[config.mk]
export PLATFORM = sky130hd
export DESIGN_NAME = hazard_stall_unit
export DESIGN_NICKNAME = d
export VERILOG_FILES = /design/src/rtl/hazard_stall_unit_pkg.sv /design/src/rtl/hazard_stall_unit_mdu_busy_tracker.sv /design/src/rtl/hazard_stall_unit.sv
export SDC_FILE = /design/constraint.sdc
export NUM_CORES = 1
export LEC_CHECK = 0
export BUFFER_PORTS_ARGS = -buffer_cell sky130_fd_sc_hd__buf_2
export CORE_ASPECT_RATIO = 1.4
export CORE_MARGIN = 2
export CORE_UTILIZATION = 25
export DETAILED_ROUTE_END_ITERATION = 10
export GPL_TIMING_DRIVEN = 0
export PLACE_DENSITY = 0.48
export SLEW_MARGIN = 0
export SYNTH_ARGS = -nofsm -noshare
export SYNTH_HDL_FRONTEND = slang
export SYNTH_SLANG_ARGS = --single-unit
[constraint.sdc]
create_clock -name clk -period 1.75 [get_ports clk]
set_input_delay 0.2625 -clock clk [delete_from_list [all_inputs] [get_ports clk]]
set_output_delay 0.2625 -clock clk [all_outputs]
set_load 0.02 [all_outputs]
[src/rtl/hazard_stall_unit_pkg.sv]
// rtl/hazard_stall_unit_pkg.sv - shared CPU constants for the hazard/stall unit
package hazard_stall_unit_pkg;

    localparam logic [5:0] MUL_CYCLES = 6'd4;
    localparam logic [5:0] DIV_CYCLES = 6'd32;

    typedef enum logic [1:0] {
        CAUSE_NONE     = 2'd0,
        CAUSE_LOAD_USE = 2'd1,
        CAUSE_MDU      = 2'd2,
        CAUSE_MEM_WAIT = 2'd3
    } stall_cause_t;

    typedef enum logic {
        MDU_IDLE = 1'b0,
        MDU_RUN  = 1'b1
    } mdu_state_t;

endpackage

[src/rtl/hazard_stall_unit_mdu_busy_tracker.sv]
// rtl/hazard_stall_unit_mdu_busy_tracker.sv - multiply/divide busy FSM with latency down-counter
module mdu_busy_tracker
    import hazard_stall_unit_pkg::*;
(
    input  logic clk,
    input  logic rst,
    input  logic start,
    input  logic div,
    output logic busy
);

    mdu_state_t state, state_nxt;
    logic [5:0] cnt, cnt_nxt;

    always_ff @(posedge clk or posedge rst) begin
        if (rst) begin
            state <= MDU_IDLE;
            cnt   <= 6'd0;
        end else begin
            state <= state_nxt;
            cnt   <= cnt_nxt;
        end
    end

    // Counter keeps running while the pipeline is frozen; the MDU is independent of it.
    always_comb begin
        state_nxt = state;
        cnt_nxt   = cnt;
        case (state)
            MDU_IDLE: begin
                if (start) begin
                    cnt_nxt   = div ? DIV_CYCLES : MUL_CYCLES;
                    state_nxt = MDU_RUN;
                end
            end
            MDU_RUN: begin
                cnt_nxt = cnt - 6'd1;
                if (cnt == 6'd1) begin
                    state_nxt = MDU_IDLE;
                end
            end
            default: begin
                state_nxt = MDU_IDLE;
                cnt_nxt   = 6'd0;
            end
        endcase
    end

    always_comb begin
        busy = (state == MDU_RUN);
    end

endmodule

[src/rtl/hazard_stall_unit.sv]
// rtl/hazard_stall_unit.sv - load-use / MDU / memory-wait stall generation and stall statistic
module hazard_stall_unit
    import hazard_stall_unit_pkg::*;
(
    input  logic        clk,
    input  logic        rst,
    input  logic [4:0]  id_rs,
    input  logic [4:0]  id_rt,
    input  logic        id_use_rs,
    input  logic        id_use_rt,
    input  logic        ex_mem_read,
    input  logic [4:0]  ex_rd,
    input  logic        id_mdu_start,
    input  logic        id_mdu_div,
    input  logic        id_read_hilo,
    input  logic        mem_req,
    input  logic        mem_ready,
    input  logic        stat_clr,
    output logic        is_stall,
    output logic        idex_bubble,
    output logic        pipe_freeze,
    output logic        mdu_busy,
    output logic [1:0]  stall_cause,
    output logic [15:0] stall_cycles
);

    logic load_use;
    logic mdu_hazard;
    logic mem_wait;
    logic mdu_accept;
    stall_cause_t cause;

    assign load_use = ex_mem_read && (ex_rd != 5'd0) &&
                      ((id_use_rs && (id_rs == ex_rd)) || (id_use_rt && (id_rt == ex_rd)));
    assign mdu_hazard = mdu_busy && (id_read_hilo || id_mdu_start);
    assign mem_wait   = mem_req && !mem_ready;

    assign is_stall    = load_use || mdu_hazard || mem_wait;
    assign pipe_freeze = mem_wait;
    // A frozen pipeline must not also squash ID/EX, or the held instruction would be lost.
    assign idex_bubble = (load_use || mdu_hazard) && !mem_wait;
    assign mdu_accept  = id_mdu_start && !is_stall;

    always_comb begin
        if (mem_wait) begin
            cause = CAUSE_MEM_WAIT;
        end else if (load_use) begin
            cause = CAUSE_LOAD_USE;
        end else if (mdu_hazard) begin
            cause = CAUSE_MDU;
        end else begin
            cause = CAUSE_NONE;
        end
    end
    assign stall_cause = cause;

    mdu_busy_tracker u_mdu_busy_tracker (
        .clk   (clk),
        .rst   (rst),
        .start (mdu_accept),
        .div   (id_mdu_div),
        .busy  (mdu_busy)
    );

    always_ff @(posedge clk or posedge rst) begin
        if (rst) begin
            stall_cycles <= 16'd0;
        end else if (stat_clr) begin
            stall_cycles <= 16'd0;
        end else if (is_stall && (stall_cycles != 16'hFFFF)) begin
            stall_cycles <= stall_cycles + 16'd1;
        end
    end

endmodule

==> results of run 1 <==
worst min-delay path by stage:
stage	start	end	slack [ns]	cells past startpoint
floorplan	rst	stall_cycles[10]$_DFFE_PP0P_	0.26	1
global placement	u_mdu_busy_tracker.cnt[1]$_DFFE_PP0P_	u_mdu_busy_tracker.cnt[1]$_DFFE_PP0P_	0.51	2
detailed placement	u_mdu_busy_tracker.cnt[1]$_DFFE_PP0P_	u_mdu_busy_tracker.cnt[1]$_DFFE_PP0P_	0.51	2
CTS	rst	u_mdu_busy_tracker.cnt[0]$_DFFE_PP0P_	0.22	2
global route	id_mdu_start	u_mdu_busy_tracker.cnt[4]$_DFFE_PP0P_	0.25	2
finish	rst	stall_cycles[15]$_DFFE_PP0P_	0.18	2
placed cells by master (no fill, tap or decap), drive strengths merged:
| cell type | count |
|---|---|
| nor4b | 1 |
| nor2 | 10 |
| o21a | 1 |
| a32oi | 1 |
| mux2 | 3 |
| and2 | 3 |
| or3 | 2 |
| nor2b | 3 |
| o41ai | 2 |
| xnor2 | 3 |
| or4 | 8 |
| or2 | 1 |
| nand4 | 5 |
| nand3 | 8 |
| a31o | 1 |
| o21ba | 1 |
| inv | 9 |
| a31oi | 3 |
| a21oi | 18 |
| o2111ai | 2 |
| nand2b | 1 |
| clkinv | 1 |
| nor4 | 6 |
| nand2 | 10 |
| and4 | 2 |
| o31a | 1 |
| o21ai | 9 |
| buf | 72 |
| nor3 | 2 |
| xor2 | 9 |
| nor3b | 1 |
| ha | 3 |
| dfrtp | 23 |
| clkbuf | 6 |
| a41o | 1 |
| o31ai | 6 |
| and3 | 3 |
| o22a | 1 |
metrics by stage:
step | hold WS [ns] | TNS [ns]
6_report | 0.180 | -0.815
5_1_grt | 0.252 | -1.55
4_1_cts | 0.219 | -1.21
3_5_place_dp | 0.505 | -8.81
3_3_place_gp | 0.512 | -8.88
2_1_floorplan | 0.264 | -0.705
what timing repair did:
item                                   in CTS  in global routing
pin swaps                                  20                 16
gates cloned                                0                  1
setup endpoints to repair                  19                 19
endpoints found under the hold margin       0                  0
setup buffers                               9                 12
gates resized for setup                    52                 31
cell usage after synthesis, types with 5 or more instances:
library cell	count
or4_1	8
nor2_1	10
dfrtp_1	23
xor2_1	9
nor4_1	5
o21ai_0	8
o31ai_1	6
nand4_1	5
inv_1	9
a21oi_1	18
nand2_1	10
nand3_1	8
area by class of cell:
class	instances	area, sq um
repair buffers	68	483
inverters	10	50.0
clock buffers	4	45.0
plain buffers	6	65.1
well taps	70	87.6
multi-input cells	131	1130
fillers	567	3370
flip-flops and latches	23	588
flip-flops by register name (all words and copies together), names as in the netlist:
register / flops
stall_cycles: 16
u_mdu_busy_tracker.cnt: 6
u_mdu_busy_tracker.busy: 1
layer usage:
layer	vias up	part of all wire [%]	GRT usage [%]
li1	780	-	-
met1	800	41	14.2
met2	30	55	25.2
met3	8	2.9	2.22
met4	0	1.6	5.56
met5	-	0	0
logic make-up after synthesis:
logic type	after synthesis	synth area share, %
XOR/XNOR	12	7.04
AND/OR/NAND/NOR	66	25.1
multiplexers	3	2.26
adder cells (fa/ha/maj)	3	2.51
buffers and inverters	16	4.61
AO/OA/AOI/OAI	47	19.9
flip-flops	23	38.5
where the power goes:
part / leakage (uW) / internal [uW] / switching (uW) / total (uW)
Clock: 0.0000228 / 163 / 187 / 350
Sequential: 0.000286 / 627 / 113 / 740
Combinational: 0.000719 / 360 / 415 / 775
worst max-delay path, delay by kind of cell:
kind	cells	cell delay (ns)
compound gates	2	0.37
buf+inv	4	0.42
simple gates	1	0.54
==> impl_table.tex, run 1 <==
\begin{tabular}{lr}
\hline
Metric & Value \\
\hline
\multicolumn{2}{l}{\textbf{Setup path}} \\
\quad Nature of the critical path startpoint & primary input \\
\quad Worst reg-to-reg path cell count & 6 \\
\quad Critical Path Max Stage Delay & 0.54 ns \\
\quad Critical path start-end classification & primary input to primary output \\
\quad Arrival time at the worst endpoint & 1.60 ns \\
\quad Crit path capture type & primary output \\
\quad Termination of the worst setup path & is\_stall \\
\quad Most Frequent Cell on Critical Path & buf\_8 \\
\quad Highest net fanout along the worst path & 5 \\
\quad Sequence of cells on the critical path & buf\_8 -> or4\_4 -> o21ai\_4 -> o21a\_4 -> buf\_12 -> clkinv\_8 -> buf\_8 \\
\quad Worst flop-to-flop path endpoint & stall\_cycles[5]\$\_DFFE\_PP0P\_ \\
\quad Worst Path Required & 1.49 ns \\
\quad Slowest stage cell on the critical path & or4\_4 \\
\quad Startpoint of the worst-slack reg-to-reg timing path & stall\_cycles[0]\$\_DFFE\_PP0P\_ \\
\quad FF-to-FF setup slack & -0.01 ns \\
\quad Critical path startpoint & ex\_rd[1] \\
\multicolumn{2}{l}{\textbf{Timing}} \\
\quad Final worst-path setup slack & -0.113 ns \\
\quad Final hold violations & 0 \\
\quad Max Clock Skew & 0.00796 ns \\
\quad Least-Margin Pin Slew & 0.924 ns \\
\quad Maximum clock frequency & 0.537 GHz \\
\quad Post-route fraction of the period consumed by the critical path & 106\% \\
\quad Unrepaired setup endpoints after global routing & yes \\
\quad Final period demand of the worst path & 1.86 ns \\
\quad Number of max-slew violations in the final report & 0 \\
\quad Relative slew slack & 38.3\% \\
\quad Final Setup Violations & 15 \\
\multicolumn{2}{l}{\textbf{Global routing}} \\
\quad Wire length of the first global-routing pass & 6.96 mm \\
\quad Global-route congestion overflow total & 0 \\
\quad Pin count of the biggest net entering global routing & 24 \\
\quad Vias in the first global route & 1509 \\
\quad Number of antenna violations at the first check in global routing & 0 \\
\quad GRT Resource Usage Total & 13.2\% \\
\multicolumn{2}{l}{\textbf{Clock network}} \\
\quad Maximum buffer depth of the clock tree & 2 \\
\quad H-Tree Depth & 1 \\
\quad Number of clock buffers inserted by TritonCTS & 3 \\
\quad Post-CTS clock slew at the launch and capture registers of the worst setup and hold paths & 0.09 ns \\
\quad Total of hold buffers inserted after clock tree synthesis & 0 \\
\quad Clock root buffer master & clkbuf\_8 \\
\quad Clock latency reported for the late side of the worst-skew pair & 0.27 ns \\
\quad CTS tree & done \\
\quad Sinks on Clock Net & 23 \\
\multicolumn{2}{l}{\textbf{Yosys}} \\
\quad Cell variety after synth & 43 \\
\quad Synthesized instance count & 170 \\
\quad Ranking of synthesized cells by area & dfrtp\_1 (39\%), a21oi\_1 (6.0\%), xor2\_1 (5.3\%) \\
\quad Synth Flop Type & dfrtp\_1 \\
\quad Area share of the largest cell type after synthesis & 38.5\% \\
\quad Netlist area before placement & 0.00149 sq mm \\
\quad Synth Warn \# & 0 \\
\quad Synthesized area divided by synthesized cell count & 8.79 sq um \\
\quad Post-Syn Nets & 199 \\
\quad Number of synthesized flops with an enable pin & 0 \\
\quad Sequential element share of the synthesized area & 38.5\% \\
\quad Share of flip-flops with an asynchronous set or reset & 100\% \\
\quad Cell type contributing the most total cell area after synthesis & dfrtp\_1 \\
\quad Total of flip-flops plus latches after synthesis & 23 \\
\multicolumn{2}{l}{\textbf{Place}} \\
\quad Pre-CTS setup slack & -0.549 ns \\
\quad I/O Buffers & 46 \\
\quad Total placed cells including tap cells & 286 \\
\quad Final weighted congestion in routability-driven placement & 0.796 \\
\quad Dpl cell area & 0.00186 sq mm \\
\quad Post-DP HPWL & 3.22 mm \\
\multicolumn{2}{l}{\textbf{Detailed routing}} \\
\quad Routed wire length & 4.74 mm \\
\quad TritonRoute pass-1 iters & 4 \\
\quad Vias per Instance & 5.19 \\
\quad Post-route antenna net violation count & 0 \\
\quad Total via count after detailed routing & 1618 \\
\quad Violation count after the first detailed-route iteration & 34 \\
\quad Post-detailed-route DRC marker count & 0 \\
\quad Detailed-route wire length per cell & 15.2 um \\
\multicolumn{2}{l}{\textbf{Die}} \\
\quad Die Wd & 69.3 um \\
\quad Starting utilization of the core area & 25.7\% \\
\quad Die Y & 95.5 um \\
\quad Placeable core region & 0.00582 sq mm \\
\quad Floorplan row count & 33 \\
\quad Boundary pin count & 48 \\
\quad Area of the die & 0.00662 sq mm \\
\multicolumn{2}{l}{\textbf{Pwr}} \\
\quad Maximum vdd ir drop & 316 uV \\
\quad Power Dens Cells & 761 mW/mm\^{}2 \\
\quad Post-layout power & 1870 uW \\
\quad Static Leak & 0.00103 uW \\
\multicolumn{2}{l}{\textbf{Cells and area}} \\
\quad Total inserted antenna cells & 0 \\
\quad Post-Layout Inst Area & 0.00245 sq mm \\
\quad Nets@finish & 272 \\
\quad Post-route non-filler standard cell count & 312 \\
\quad Signed area change from the synthesized netlist to the final layout & 64.2\% \\
\quad Utilization of the core after routing & 42.1\% \\
\quad Fraction of layout instances using a drive strength above 1 & 55.8\% \\
\multicolumn{2}{l}{\textbf{Run}} \\
\quad Number of max-cap violations & 0 \\
\multicolumn{2}{l}{\textbf{Run status}} \\
\quad Status & complete, but fails checks \\
\quad Violated checks & negative setup slack \\
\multicolumn{2}{l}{\textbf{Min path}} \\
\quad Worst hold-check path type & primary input to async pin \\
\hline
\end{tabular}
No activity file was read; power rests on OpenSTA's default activity.
==> run 2, diff against run 1 <==
--- a/config.mk
+++ b/config.mk
@@ -12,6 +12,7 @@
 export DETAILED_ROUTE_END_ITERATION = 10
 export GPL_TIMING_DRIVEN = 0
 export PLACE_DENSITY = 0.48
+export SKIP_LAST_GASP = 1
 export SLEW_MARGIN = 0
 export SYNTH_ARGS = -nofsm -noshare
 export SYNTH_HDL_FRONTEND = slang
==> run 2 against run 1 <==
  * The run still ends with negative setup slack left
  * Largest power group unchanged
  * Cell count is the same
  * Worst hold slack improved by 0.0062 ns
  * Register-to-register slack got worse by 0.03 ns
  * Sequential power is essentially flat
  * Non-clock buffer count unchanged
  * First-iteration DRC count shrank 5.9%
  * Critical path depth did not move
  * Largest cell class unchanged
  * Worst setup slack gained 0.0025 ns
  * Die area is the same
  * Clock power hardly changed
  * Routed wire length about the same
==> impl_table.tex, run 2 (same netlist as run 1, synthesis figures left out) <==
\begin{tabular}{lr}
\hline
Metric & Value \\
\hline
\multicolumn{2}{l}{\textbf{Run status}} \\
\quad Status & complete, but fails checks (unchanged) \\
\quad Violated checks & negative setup slack (unchanged) \\
\multicolumn{2}{l}{\textbf{Setup path}} \\
\quad Worst Path Required & 1.49 ns (about the same) \\
\quad Critical path startpoint & ex\_rd[1] (unchanged) \\
\quad Crit path capture type & primary output (unchanged) \\
\quad Highest net fanout along the worst path & 5 (unchanged) \\
\quad Arrival time at the worst endpoint & 1.60 ns (about the same) \\
\quad Sequence of cells on the critical path & buf\_8 -> or4\_4 -> o21ai\_4 -> o21a\_4 -> buf\_12 -> clkinv\_8 -> buf\_8 (unchanged) \\
\quad Worst reg-to-reg path cell count & 6 (unchanged) \\
\quad Critical path start-end classification & primary input to primary output (unchanged) \\
\quad Delay-heaviest family, CP & simple AND/OR/NAND/NOR gates (unchanged) \\
\quad Logic depth of the worst setup path including buffers & 7 (unchanged) \\
\quad Critical Path Max Stage Delay & 0.54 ns (about the same) \\
\quad Slowest stage cell on the critical path & or4\_4 (unchanged) \\
\quad Most Frequent Cell on Critical Path & buf\_8 (unchanged) \\
\quad Nature of the critical path startpoint & primary input (unchanged) \\
\quad Startpoint of the worst-slack reg-to-reg timing path & stall\_cycles[0]\$\_DFFE\_PP0P\_ (unchanged) \\
\quad Combined buffer and inverter count along the critical path & 4 (unchanged) \\
\multicolumn{2}{l}{\textbf{Pwr}} \\
\quad Switching power summed over all nets & 714 uW (was 716 uW) \\
\quad Power Dens Cells & 761 mW/mm\^{}2 (about the same) \\
\quad Share of total power in the clock network & 18.7\% (was 18.8\%) \\
\quad Combinational share of power & 41.6\% (about the same) \\
\quad Sequential cell fraction of total power & 39.7\% (about the same) \\
\quad Switching power share of the total & 38.3\% (was 38.4\%) \\
\quad Maximum vdd ir drop & 314 uV (was 316 uV) \\
\quad Post-layout power & 1860 uW (was 1870 uW) \\
\quad Cell-internal power & 1150 uW (about the same) \\
\quad Static Leak & 0.00103 uW (about the same) \\
\multicolumn{2}{l}{\textbf{Timing}} \\
\quad Worst hold margin & 0.186 ns (was 0.180 ns) \\
\quad Final period demand of the worst path & 1.86 ns (about the same) \\
\quad Unrepaired setup endpoints after global routing & yes (unchanged) \\
\quad Number of max-slew violations in the final report & 0 (unchanged) \\
\quad Maximum clock frequency & 0.537 GHz (about the same) \\
\quad Relative slew slack & 37.7\% (was 38.3\%) \\
\quad Least-Margin Pin Slew & 0.933 ns (was 0.924 ns) \\
\quad Max Clock Skew & 0.00658 ns (was 0.00796 ns) \\
\quad Final hold violations & 0 (unchanged) \\
\quad Final worst-path setup slack & -0.111 ns (was -0.113 ns) \\
\quad Final Setup Violations & 15 (unchanged) \\
\quad Post-route fraction of the period consumed by the critical path & 106\% (about the same) \\
\multicolumn{2}{l}{\textbf{Global routing}} \\
\quad Vias in the first global route & 1509 (unchanged) \\
\quad Number of antenna violations at the first check in global routing & 0 (unchanged) \\
\quad Global routing usage on met1 & 14.2\% (unchanged) \\
\quad Layer with the highest usage & met2 (unchanged) \\
\quad Pin count of the biggest net entering global routing & 24 (unchanged) \\
\quad Global-route congestion overflow total & 0 (unchanged) \\
\quad Met3 usage & 2.22\% (unchanged) \\
\quad GRT Resource Usage Total & 13.2\% (unchanged) \\
\quad Wire length of the first global-routing pass & 6.96 mm (unchanged) \\
\quad Global routing met2 resource utilization & 25.2\% (unchanged) \\
\multicolumn{2}{l}{\textbf{Die}} \\
\quad Boundary pin count & 48 (unchanged) \\
\quad Area of the die & 0.00662 sq mm (unchanged) \\
\quad Die Y & 95.5 um (unchanged) \\
\quad Floorplan row count & 33 (unchanged) \\
\quad Starting utilization of the core area & 25.7\% (unchanged) \\
\quad Die Wd & 69.3 um (unchanged) \\
\quad Placeable core region & 0.00582 sq mm (unchanged) \\
\multicolumn{2}{l}{\textbf{Clock network}} \\
\quad Clock latency reported for the late side of the worst-skew pair & 0.27 ns (about the same) \\
\quad Clock root buffer master & clkbuf\_8 (unchanged) \\
\quad Sinks on Clock Net & 23 (unchanged) \\
\quad Post-CTS clock slew at the launch and capture registers of the worst setup and hold paths & 0.09 ns (about the same) \\
\quad CTS tree & done (unchanged) \\
\quad Total of hold buffers inserted after clock tree synthesis & 0 (unchanged) \\
\quad H-Tree Depth & 1 (unchanged) \\
\quad Maximum buffer depth of the clock tree & 2 (unchanged) \\
\quad Number of clock buffers inserted by TritonCTS & 3 (unchanged) \\
\multicolumn{2}{l}{\textbf{Place}} \\
\quad Final weighted congestion in routability-driven placement & 0.796 (unchanged) \\
\quad I/O Buffers & 46 (unchanged) \\
\quad Pre-CTS setup slack & -0.549 ns (unchanged) \\
\quad Post-DP HPWL & 3.22 mm (unchanged) \\
\multicolumn{2}{l}{\textbf{Cells and area}} \\
\quad Top library cells by usage in the layout, fill and taps aside & buf\_2 (38), buf\_4 (21), dfrtp\_1 (13) (unchanged) \\
\quad Fraction of layout instances using a drive strength above 1 & 55.4\% (was 55.8\%) \\
\quad Nets@finish & 272 (unchanged) \\
\quad Count of fill cells added during filler insertion & 566 (was 567) \\
\quad Utilization of the core after routing & 42.0\% (was 42.1\%) \\
\quad Combined area of the multi-input logic cells & 0.00113 sq mm (about the same) \\
\quad Most frequent standard cell in the layout excluding fill and tap cells & buf\_2 (unchanged) \\
\quad Signed area change from the synthesized netlist to the final layout & 63.8\% (was 64.2\%) \\
\quad Largest register by flop count & stall\_cycles (unchanged) \\
\quad Number of flip-flops in the largest register & 16 (unchanged) \\
\quad Area used by sequential logic in the layout & 588 sq um (unchanged) \\
\quad Total inserted antenna cells & 0 (unchanged) \\
\multicolumn{2}{l}{\textbf{Detailed routing}} \\
\quad Violation count after the first detailed-route iteration & 32 (was 34) \\
\quad Vias per Instance & 5.24 (was 5.19) \\
\quad Total via count after detailed routing & 1635 (was 1618) \\
\quad Post-route antenna net violation count & 0 (unchanged) \\
\quad Routed wire length & 4.74 mm (about the same) \\
\quad TritonRoute pass-1 iters & 4 (unchanged) \\
\quad Detailed-route wire length per cell & 15.2 um (about the same) \\
\quad Post-detailed-route DRC marker count & 0 (unchanged) \\
\multicolumn{2}{l}{\textbf{Min path}} \\
\quad Worst hold-check path type & primary input to async pin (unchanged) \\
\multicolumn{2}{l}{\textbf{Run}} \\
\quad Number of max-cap violations & 0 (unchanged) \\
\hline
\end{tabular}
run 2: final cells by class:
type | count | share of cell area (%)
multi-input cells | 131 | 46.2
flip-flops and latches | 23 | 24.0
repair buffers | 68 | 19.7
well taps | 70 | 3.58
plain buffers | 6 | 2.61
inverters | 10 | 2.04
clock buffers | 4 | 1.84
run 2: final timing paths:
path / end / slack, ns
setup / recovery: is_stall / -0.11
hold / removal: stall_cycles[15]$_DFFE_PP0P_ / 0.19
setup reg to reg: stall_cycles[5]$_DFFE_PP0P_ / -0.04
hold reg to reg: u_mdu_busy_tracker.cnt[1]$_DFFE_PP0P_ / 0.53
max in group asynchronous: stall_cycles[1]$_DFFE_PP0P_ / 0.93
min in group clk: u_mdu_busy_tracker.cnt[4]$_DFFE_PP0P_ / 0.24
run 2: layer usage:
layer  vias up  part of all wire [%]
li1        781                     -
met1       810                    40
met2        36                    55
met3         8                   3.2
met4         0                   1.6
met5         -                     0
run 2: timing repair:
| action | CTS | global route |
|---|---|---|
| setup endpoints to repair | 19 | 22 |
| resized for setup | 51 | 30 |
| buffers inserted | 9 | 12 |
| pin swaps | 20 | 16 |
| cloned | 0 | 1 |
run 2: stage by stage:
step	std cells	TNS [ns]	area (sq um)
2_1_floorplan	170	-0.705	1550
3_3_place_gp	286	-8.88	1860
3_5_place_dp	286	-8.81	1860
4_1_cts	299	-1.27	2170
5_1_grt	312	-1.61	2450
6_report	312	-0.795	2450
run 2: power by group through the flow:
| stage | logic (uW) | clock network [uW] | registers [uW] |
|---|---|---|---|
| after CTS | 679 | 359 | 732 |
| after floorplan | 408 | 0 | 741 |
| after global placement | 592 | 0 | 738 |
| final | 774 | 349 | 740 |
| after global routing | 845 | 383 | 752 |
| after detailed placement | 594 | 0 | 740 |
==> run 3, diff against run 2 <==
==> constraint.sdc (replaced) <==
create_clock -name clk -period 1.75 [get_ports clk]
set_input_delay 0.525 -clock clk [delete_from_list [all_inputs] [get_ports clk]]
set_output_delay 0.525 -clock clk [all_outputs]
set_load 0.02 [all_outputs]
==> run 3 against run 2 <==
  * The flow still finishes with violations (negative setup slack)
  * Power is 0.77% lower
  * Fmax is 22% lower
  * Non-clock buffer count is 12 lower
  * Die area stayed put
  * Largest cell class unchanged
  * Largest power group unchanged
==> impl_table.tex, run 3 (same netlist as run 1, synthesis figures left out) <==
\begin{tabular}{lr}
\hline
Metric & Value \\
\hline
\multicolumn{2}{l}{\textbf{Run status}} \\
\quad Status & complete, but fails checks (unchanged) \\
\quad Violated checks & negative setup slack (unchanged) \\
\multicolumn{2}{l}{\textbf{Cells and area}} \\
\quad Fraction of layout instances using a drive strength above 1 & 47.0\% (was 55.4\%) \\
\quad Signed area change from the synthesized netlist to the final layout & 53.9\% (was 63.8\%) \\
\quad Post-route non-filler standard cell count & 300 (was 312) \\
\quad Area used by sequential logic in the layout & 576 sq um (was 588 sq um) \\
\quad Number of flip-flops in the largest register & 16 (unchanged) \\
\quad Count of fill cells added during filler insertion & 597 (was 566) \\
\quad Top library cells by usage in the layout, fill and taps aside & buf\_2 (38), dfrtp\_1 (23), a21oi\_1 (11) (was buf\_2 (38), buf\_4 (21), dfrtp\_1 (13)) \\
\quad Largest register by flop count & stall\_cycles (unchanged) \\
\quad Nets@finish & 260 (was 272) \\
\quad Total inserted antenna cells & 0 (unchanged) \\
\quad Combined area of the multi-input logic cells & 0.00113 sq mm (about the same) \\
\quad Most frequent standard cell in the layout excluding fill and tap cells & buf\_2 (unchanged) \\
\multicolumn{2}{l}{\textbf{Global routing}} \\
\quad GRT Resource Usage Total & 13.2\% (about the same) \\
\quad Global-route congestion overflow total & 0 (unchanged) \\
\quad Pin count of the biggest net entering global routing & 24 (unchanged) \\
\quad Wire length of the first global-routing pass & 7.05 mm (was 6.96 mm) \\
\quad Vias in the first global route & 1530 (was 1509) \\
\quad Number of antenna violations at the first check in global routing & 0 (unchanged) \\
\multicolumn{2}{l}{\textbf{Setup path}} \\
\quad Nature of the critical path startpoint & primary input (unchanged) \\
\quad Highest net fanout along the worst path & 4 (was 5) \\
\quad Critical path start-end classification & primary input to primary output (unchanged) \\
\quad Sequence of cells on the critical path & buf\_6 -> xor2\_1 -> nor4\_2 -> a32oi\_2 -> o21a\_2 -> buf\_8 -> inv\_8 -> buf\_6 (was buf\_8 -> or4\_4 -> o21ai\_4 -> o21a\_4 -> buf\_12 -> clkinv\_8 -> buf\_8) \\
\quad Arrival time at the worst endpoint & 1.86 ns (was 1.60 ns) \\
\quad Worst Path Required & 1.22 ns (was 1.49 ns) \\
\quad Critical Path Max Stage Delay & 0.33 ns (was 0.54 ns) \\
\quad Most Frequent Cell on Critical Path & buf\_6 (was buf\_8) \\
\quad Crit path capture type & primary output (unchanged) \\
\quad Slowest stage cell on the critical path & nor4\_2 (was or4\_4) \\
\multicolumn{2}{l}{\textbf{Detailed routing}} \\
\quad TritonRoute pass-1 iters & 4 (unchanged) \\
\quad Vias per Instance & 5.15 (was 5.24) \\
\quad Detailed-route wire length per cell & 14.5 um (was 15.2 um) \\
\quad Total via count after detailed routing & 1546 (was 1635) \\
\quad Post-detailed-route DRC marker count & 0 (unchanged) \\
\quad Post-route antenna net violation count & 0 (unchanged) \\
\quad Violation count after the first detailed-route iteration & 82 (was 32) \\
\quad Routed wire length & 4.36 mm (was 4.74 mm) \\
\multicolumn{2}{l}{\textbf{Timing}} \\
\quad TNS Setup & -9.54 ns (was -0.795 ns) \\
\quad Least-Margin Pin Slew & 0.901 ns (was 0.933 ns) \\
\quad Post-route fraction of the period consumed by the critical path & 136\% (was 106\%) \\
\quad Final period demand of the worst path & 2.38 ns (was 1.86 ns) \\
\quad Final Setup Violations & 27 (was 15) \\
\quad Max Clock Skew & 0.0190 ns (was 0.00658 ns) \\
\quad Final worst-path setup slack & -0.635 ns (was -0.111 ns) \\
\quad Maximum clock frequency & 0.419 GHz (was 0.537 GHz) \\
\quad Relative slew slack & 39.9\% (was 37.7\%) \\
\quad Final hold violations & 0 (unchanged) \\
\quad Number of max-slew violations in the final report & 0 (unchanged) \\
\quad Worst hold margin & 0.423 ns (was 0.186 ns) \\
\quad Unrepaired setup endpoints after global routing & yes (unchanged) \\
\multicolumn{2}{l}{\textbf{Clock network}} \\
\quad Sinks on Clock Net & 23 (unchanged) \\
\quad Total of hold buffers inserted after clock tree synthesis & 0 (unchanged) \\
\quad H-Tree Depth & 1 (unchanged) \\
\quad Number of clock buffers inserted by TritonCTS & 3 (unchanged) \\
\quad Post-CTS clock slew at the launch and capture registers of the worst setup and hold paths & 0.10 ns (was 0.09 ns) \\
\quad Clock root buffer master & clkbuf\_8 (unchanged) \\
\quad Maximum buffer depth of the clock tree & 2 (unchanged) \\
\quad CTS tree & done (unchanged) \\
\quad Clock latency reported for the late side of the worst-skew pair & 0.28 ns (was 0.27 ns) \\
\multicolumn{2}{l}{\textbf{Pwr}} \\
\quad Maximum vdd ir drop & 359 uV (was 314 uV) \\
\quad Power Dens Cells & 804 mW/mm\^{}2 (was 761 mW/mm\^{}2) \\
\quad Static Leak & 0.000958 uW (was 0.00103 uW) \\
\quad Post-layout power & 1850 uW (was 1860 uW) \\
\multicolumn{2}{l}{\textbf{Min path}} \\
\quad Worst hold-check path type & primary input to async pin (unchanged) \\
\multicolumn{2}{l}{\textbf{Die}} \\
\quad Floorplan row count & 33 (unchanged) \\
\quad Area of the die & 0.00662 sq mm (unchanged) \\
\quad Boundary pin count & 48 (unchanged) \\
\quad Die Y & 95.5 um (unchanged) \\
\quad Die Wd & 69.3 um (unchanged) \\
\quad Placeable core region & 0.00582 sq mm (unchanged) \\
\quad Starting utilization of the core area & 25.7\% (unchanged) \\
\multicolumn{2}{l}{\textbf{Place}} \\
\quad Pre-CTS setup slack & -0.847 ns (was -0.549 ns) \\
\quad Total placed cells including tap cells & 286 (unchanged) \\
\quad Post-DP HPWL & 3.15 mm (was 3.22 mm) \\
\quad I/O Buffers & 46 (unchanged) \\
\quad Final weighted congestion in routability-driven placement & 0.793 (was 0.796) \\
\multicolumn{2}{l}{\textbf{Run}} \\
\quad Number of max-cap violations & 0 (unchanged) \\
\hline
\end{tabular}
==> run 3: changes by cell type in the layout (fill, tap and decap cells not counted), sizes merged <==
| cell | before | now |
|---|---|---|
| clkbuf | 7 | 6 |
| inv | 9 | 10 |
| buf | 71 | 59 |
==> run 3: worst paths after layout <==
kind	endpoint	cells past startpoint	from	slack [ns]
setup / recovery	is_stall	8	id_rs[1]	-0.63
hold / removal	stall_cycles[15]$_DFFE_PP0P_	2	rst	0.42
setup reg to reg	stall_cycles[13]$_DFFE_PP0P_	7	stall_cycles[0]$_DFFE_PP0P_	-0.34
hold reg to reg	u_mdu_busy_tracker.cnt[1]$_DFFE_PP0P_	2	u_mdu_busy_tracker.cnt[1]$_DFFE_PP0P_	0.53
max in group asynchronous	stall_cycles[1]$_DFFE_PP0P_	2	rst	0.76
min in group clk	u_mdu_busy_tracker.cnt[4]$_DFFE_PP0P_	2	id_mdu_start	0.51
==> run 3: stage by stage <==
step	instance area, sq um	util (%)
floorplan	1540	-
finish	2300	39.5
global route	2300	39.5
CTS	2150	37.0
detailed placement	1860	31.9
global placement	1860	31.9
==> run 3: layer usage <==
metal / global-route usage (%) / vias up / routed length (um)
met3: 2.01 / 4 / 144
met2: 23.9 / 23 / 2310
li1: - / 758 / -
met1: 16.1 / 761 / 1870
met5: 0 / - / 0
met4: 3.92 / 0 / 39
==> run 3: worst max-delay path: cells and delay by family <==
kind	cells	cell delay, ns
AO/OA/AOI/OAI	2	0.47
buffers and inverters	4	0.37
AND/OR/NAND/NOR	1	0.33
XOR/XNOR	1	0.16
==> run 3: cell type report <==
cell class | count | share of cell area, %
plain buffers | 6 | 2.39
clock buffers | 3 | 1.80
clock inverters | 1 | 0.218
inverters | 10 | 1.96
multi-input cells | 131 | 49.0
flip-flops and latches | 23 | 25.0
well taps | 70 | 3.81
repair buffers | 56 | 15.8
==> run 3: report_power, final <==
part           total (uW)  switching (uW)  internal, uW
registers             725             101           624
logic                 767             417           351
clock network         356             197           160
total                1850             715          1130
==> run 3: repair_timing <==
action	CTS	global route
endpoints found under the setup margin	28	28
endpoints found under the hold margin	0	0
pin swaps	14	6
gates cloned	0	0
resized for setup	43	27
buffers inserted	8	2
